### config.mk
export PLATFORM = sky130hd
export DESIGN_NAME = spi_wb_sequencer
export DESIGN_NICKNAME = d
export VERILOG_FILES = /design/src/rtl/spi_wb_sequencer.sv
export SDC_FILE = /design/constraint.sdc
export NUM_CORES = 1
export LEC_CHECK = 0
export ABC_AREA = 1
export CORE_ASPECT_RATIO = 0.5
export CORE_MARGIN = 5
export CORE_UTILIZATION = 45
export CTS_CLUSTER_DIAMETER = 200
export DETAILED_ROUTE_END_ITERATION = 10
export PLACE_DENSITY = 0.95
export SLEW_MARGIN = 40
export SYNTH_ARGS = -nofsm -noshare
export SYNTH_HDL_FRONTEND = slang
export SYNTH_SLANG_ARGS = --single-unit
### constraint.sdc
create_clock -name wb_clk_i -period 3.2 [get_ports wb_clk_i]
set_input_delay 0.96 -clock wb_clk_i [delete_from_list [all_inputs] [get_ports wb_clk_i]]
set_output_delay 0.96 -clock wb_clk_i [all_outputs]
set_load 0.05 [all_outputs]
### src/rtl/spi_wb_sequencer.sv
// Wishbone master that runs a CS-held SPI burst against the SPI master's
// register port: CONFIG write, then per byte a DATA write, DATA polling until
// not busy and an RX push, then a closing CONFIG write.
`timescale 1ns/1ps
module spi_wb_sequencer #(
  parameter logic [31:0] BASE_ADR    = 32'h2400_0000,
  parameter logic [31:0] CFG_OFS     = 32'h0000_0000,
  parameter logic [31:0] DATA_OFS    = 32'h0000_0004,
  parameter logic [31:0] CFG_WORD    = 32'h0000_A002,
  parameter logic [31:0] STREAM_MASK = 32'h0000_1000,
  parameter logic [31:0] BUSY_MASK   = 32'h0000_0100,
  parameter logic [7:0]  ACK_TIMEOUT = 8'd255
) (
  input  logic        wb_clk_i,
  input  logic        wb_rst_i,
  input  logic        cmd_valid,
  output logic        cmd_ready,
  input  logic [7:0]  cmd_len,
  input  logic        tx_valid,
  output logic        tx_ready,
  input  logic [7:0]  tx_data,
  output logic        rx_valid,
  input  logic        rx_ready,
  output logic [7:0]  rx_data,
  output logic        done,
  output logic        err,
  output logic        wbm_cyc_o,
  output logic        wbm_stb_o,
  output logic        wbm_we_o,
  output logic [3:0]  wbm_sel_o,
  output logic [31:0] wbm_adr_o,
  output logic [31:0] wbm_dat_o,
  input  logic        wbm_ack_i,
  input  logic [31:0] wbm_dat_i
);

  typedef enum logic [2:0] {
    S_IDLE, S_CFG_WR, S_WAIT_TX, S_DATA_WR, S_POLL, S_RX_PUSH, S_CFG_END, S_DONE
  } state_t;

  localparam logic [31:0] CFG_ADR  = BASE_ADR | CFG_OFS;
  localparam logic [31:0] DATA_ADR = BASE_ADR | DATA_OFS;

  state_t      state_q, state_n;
  logic        cyc_q, we_q;
  logic [31:0] adr_q, dat_q;
  logic [7:0]  tmo_q;
  logic [8:0]  rem_q, rem_n;
  logic [7:0]  tx_q, rx_q;
  logic        err_q;

  logic        ack_evt, tmo_evt, start, err_set, err_clr, tx_lat, rx_lat;
  logic        bus_we;
  logic [31:0] bus_adr, bus_dat;

  // Next-state decode; bus states (re)launch their cycle whenever the bus is
  // idle, which gives the mandatory idle cycle between back-to-back cycles.
  always_comb begin
    state_n = state_q;
    rem_n   = rem_q;
    start   = 1'b0;
    err_set = 1'b0;
    err_clr = 1'b0;
    tx_lat  = 1'b0;
    rx_lat  = 1'b0;
    ack_evt = cyc_q & wbm_ack_i;
    tmo_evt = cyc_q & ~wbm_ack_i & (tmo_q == ACK_TIMEOUT - 8'd1);
    case (state_q)
      S_IDLE: begin
        if (cmd_valid) begin
          state_n = S_CFG_WR;
          start   = 1'b1;
          err_clr = 1'b1;
          rem_n   = (cmd_len == 8'd0) ? 9'd256 : {1'b0, cmd_len};
        end
      end
      S_WAIT_TX: begin
        if (tx_valid) begin
          tx_lat  = 1'b1;
          state_n = S_DATA_WR;
          start   = 1'b1;
        end
      end
      S_RX_PUSH: begin
        if (rx_ready) begin
          rem_n = rem_q - 9'd1;
          if (rem_q == 9'd1) begin
            state_n = S_CFG_END;
            start   = 1'b1;
          end else begin
            state_n = S_WAIT_TX;
          end
        end
      end
      S_DONE: state_n = S_IDLE;
      default: begin
        if (ack_evt) begin
          case (state_q)
            S_CFG_WR:  state_n = S_WAIT_TX;
            S_DATA_WR: state_n = S_POLL;
            S_POLL: begin
              if ((wbm_dat_i & BUSY_MASK) == 32'd0) begin
                rx_lat  = 1'b1;
                state_n = S_RX_PUSH;
              end
            end
            default:   state_n = S_DONE;
          endcase
        end else if (tmo_evt) begin
          err_set = 1'b1;
          state_n = (state_q == S_CFG_END) ? S_DONE : S_CFG_END;
        end else if (!cyc_q) begin
          start = 1'b1;
        end
      end
    endcase
  end

  // Address/data/direction for the cycle about to be launched.
  always_comb begin
    bus_we  = 1'b0;
    bus_adr = 32'd0;
    bus_dat = 32'd0;
    case (state_n)
      S_CFG_WR: begin
        bus_we  = 1'b1;
        bus_adr = CFG_ADR;
        bus_dat = CFG_WORD | STREAM_MASK;
      end
      S_DATA_WR: begin
        bus_we  = 1'b1;
        bus_adr = DATA_ADR;
        bus_dat = {24'd0, (tx_lat ? tx_data : tx_q)};
      end
      S_POLL: bus_adr = DATA_ADR;
      S_CFG_END: begin
        bus_we  = 1'b1;
        bus_adr = CFG_ADR;
        bus_dat = CFG_WORD & ~STREAM_MASK;
      end
      default: ;
    endcase
  end

  // State, counters, latched bytes and the registered Wishbone cycle.
  always_ff @(posedge wb_clk_i) begin
    if (wb_rst_i) begin
      state_q <= S_IDLE;
      rem_q   <= 9'd0;
      tx_q    <= 8'd0;
      rx_q    <= 8'd0;
      err_q   <= 1'b0;
      cyc_q   <= 1'b0;
      we_q    <= 1'b0;
      adr_q   <= 32'd0;
      dat_q   <= 32'd0;
      tmo_q   <= 8'd0;
    end else begin
      state_q <= state_n;
      rem_q   <= rem_n;
      if (tx_lat) tx_q <= tx_data;
      if (rx_lat) rx_q <= wbm_dat_i[7:0];
      if (err_clr)      err_q <= 1'b0;
      else if (err_set) err_q <= 1'b1;
      if (start) begin
        cyc_q <= 1'b1;
        we_q  <= bus_we;
        adr_q <= bus_adr;
        dat_q <= bus_dat;
        tmo_q <= 8'd0;
      end else if (ack_evt || tmo_evt) begin
        cyc_q <= 1'b0;
        we_q  <= 1'b0;
        adr_q <= 32'd0;
        dat_q <= 32'd0;
        tmo_q <= 8'd0;
      end else if (cyc_q) begin
        tmo_q <= tmo_q + 8'd1;
      end
    end
  end

  assign cmd_ready = (state_q == S_IDLE) & ~wb_rst_i;
  assign tx_ready  = (state_q == S_WAIT_TX) & tx_valid;
  assign rx_valid  = (state_q == S_RX_PUSH);
  assign rx_data   = rx_q;
  assign done      = (state_q == S_DONE);
  assign err       = err_q;
  assign wbm_cyc_o = cyc_q;
  assign wbm_stb_o = cyc_q;
  assign wbm_we_o  = we_q;
  assign wbm_sel_o = cyc_q ? 4'hF : 4'h0;
  assign wbm_adr_o = adr_q;
  assign wbm_dat_o = dat_q;

endmodule

==> results.txt <==
synthesized flop and latch total: 51
synth-to-layout area growth: 22.31%
core area: 6595 µm²
ys flop type: dfxtp_1
sw power: 1306 µW
Synth Area per Inst: 7.402 µm²
detailed placement HPWL: 5.219 mm
proportion of layout cells with a drive suffix above 1: 11.16%
Pleak: 0.001593 µW
async set or reset register ratio after synthesis: 0%
final RePlAce weighted congestion: 0.8485
clock latency on the worst-skew pair: 290 ps
WP data required: 2240 ps
Nets: 523
First-pass DRT Iterations: 4
routed wire length: 6.785 mm
placed cells: 550
count of cell types in the netlist: 41
cells after synthesis: 406
Max Root-Sink Buffers: 2
Yosys top cell area share: 33.97%
crit path capture type: primary output
max cap viols: 0
Worst Path Arrival: 1980 ps
global-route wire length before repair: 10.83 mm
status: complete, no violations
H-tree level count: 2
clock root buffer: clkbuf_16
Die X: 125.6 µm
WS Path Type: register to primary output
Routed Antenna Nets: 0
DRC Markers: 0
post_cts resized: 0
max-slew violation count: 0
most common cell after layout, fill and taps aside: nand2_1
RSZ-0062 raised after global routing: false
Clock transition at path regs: 70 ps
Worst R2R Path Depth: 13
Clk pwr share: 21.6%
Crit Path Max Fanout: 13
crit start category: register
GRT Total Usage: 15.64%
Slew Limit Headroom: 65.01%
num rows: 21
# diodes: 0
TNS Setup: 0 ps
commonest cells after routing, fill and taps aside: nand2_1, clkdlybuf4s50_1, dfxtp_1, conb_1, nor2_1
register area share after synthesis: 33.97%
Yosys warning count: 0
die footprint: 8512 µm²
Synth area leader: dfxtp_1
vias in the first global route: 2468
Gate power share: 49.3%
pin count of the biggest net entering global routing: 20
Post-synth EDFFs: 0
final std cells w/o fill: 558
Sw Ratio: 46.38%
Overflow after GRT: 0
Internal: 1510 µW
peak supply drop: 0.4024 mV
Worst Clk Skew: 5.679 ps
Final Cycle Share: 91.78%
num ports: 138
Slew @ Worst Pin: 523.2 ps
clock sinks: 51
final count of hold timing violations: 0
initial antenna violation count: 0
Final Setup Violations: 0
vias per inst: 4.656
# hold bufs at CTS: 0
WL/cell: 12.16 µm
Period minus WS final: 2937 ps
post-CTS setup buffers: 0
Area contributors post-synth: dfxtp_1, buf_4, nand2_1
Post-Syn Area: 3005 µm²
Pwr Density: 766.0 nW/µm²
Seq pwr share: 29.1%
Layout fillers: 588
Worst Hold Path Cells: 2
Max Freq: 340.5 MHz
Initial Util: 45.57%
Port Buffers: 64
DRT iter0 DRCs: 180
Hold Crit Class: register to register
CTS tree: built
via count: 2598
cts bufs inserted: 5
die height: 67.79 µm
-- per-stage QoR --
step	instance area (µm²)	hold slack (ps)	setup WS [ps]	power [µW]	util [%]
3_3_place_gp	3505	435.5	305.2	2181	53.14
2_1_floorplan	3189	449.5	222.8	1998	-
4_1_cts	3676	457.9	246.4	2831	55.74
6_report	3676	457.0	263.1	2816	55.74
3_5_place_dp	3505	446.0	279.7	2206	53.14
5_1_grt	3676	481.3	201.3	2977	55.74
-- sequential cells by signal, indices dropped and copies added, names as in the netlist --
| signal | count |
|---|---|
| rx_data | 8 |
| state_q | 3 |
| wbm_dat_o | 10 |
| wbm_adr_o | 2 |
| tx_q | 8 |
| wbm_we_o | 1 |
| tmo_q | 8 |
| rem_q | 9 |
| err | 1 |
| wbm_cyc_o | 1 |
-- worst max-delay path, stage by stage, from the launching register on --
cell	delay, ps
dfxtp_1	530
nand3_2	190
inv_6	150
clkdlybuf4s50_1	820
-- kinds of logic after synthesis --
| family | after synthesis | synth area share [%] |
|---|---|---|
| other | 1 | 0.1248 |
| flip-flops | 51 | 33.97 |
| XOR/XNOR | 8 | 2.331 |
| AO/OA/AOI/OAI | 48 | 9.076 |
| adder cells (fa/ha/maj) | 4 | 1.665 |
| AND/OR/NAND/NOR | 196 | 31.43 |
| buffers and inverters | 98 | 21.40 |
-- path summary, 6_finish.rpt --
path | slack (ps) | start | to
max reg2reg | 970 | wbm_cyc_o | wbm_adr_o[2]
max | 260 | state_q[0] | rx_valid
min | 460 | wbm_dat_o[6] | wbm_dat_o[6]
min reg2reg | 460 | wbm_dat_o[6] | wbm_dat_o[6]
-- power by group through the flow --
stage / clock, µW / sequential (µW) / combinational, µW
6_report: 609 / 819 / 1390
5_1_grt: 650 / 835 / 1490
4_1_cts: 623 / 820 / 1390
3_5_place_dp: 0 / 833 / 1370
3_3_place_gp: 0 / 828 / 1350
2_1_floorplan: 0 / 930 / 1070
-- area by class of cell --
type	count	area, µm²	area share [%]
clock inverters	3	46.29	1.259
well taps	92	115.1	3.131
repair buffers	71	713.2	19.40
inverters	30	130.1	3.540
flip-flops and latches	51	1021	27.77
clock buffers	5	125.1	3.404
multi-input cells	306	1525	41.49
-- Yosys cell counts (3+ instances only) --
master    count
a31oi_1       6
inv_1        19
xor2_1        6
o21ai_0      16
inv_2         4
a211oi_1      3
dfxtp_1      51
nand2_1      80
a21oi_1      15
clkbuf_1      5
nor2_2        3
buf_4        58
nand3_2       4
buf_6         3
nand4_1       3
nor2_4        3
o211ai_1      3
nand3_1      34
nor3_1        3
ha_1          4
nor2_1       48
inv_4         3
nand2_2       5
nand2_4       4
-- per-layer routing --
layer  routed length (µm)  global-route usage (%)
met5                    0                       0
met1                 2760                   17.23
met4                  127                   5.811
met3                  494                   3.318
met2                 3403                   30.39
Power figures use the tool's default switching activity.
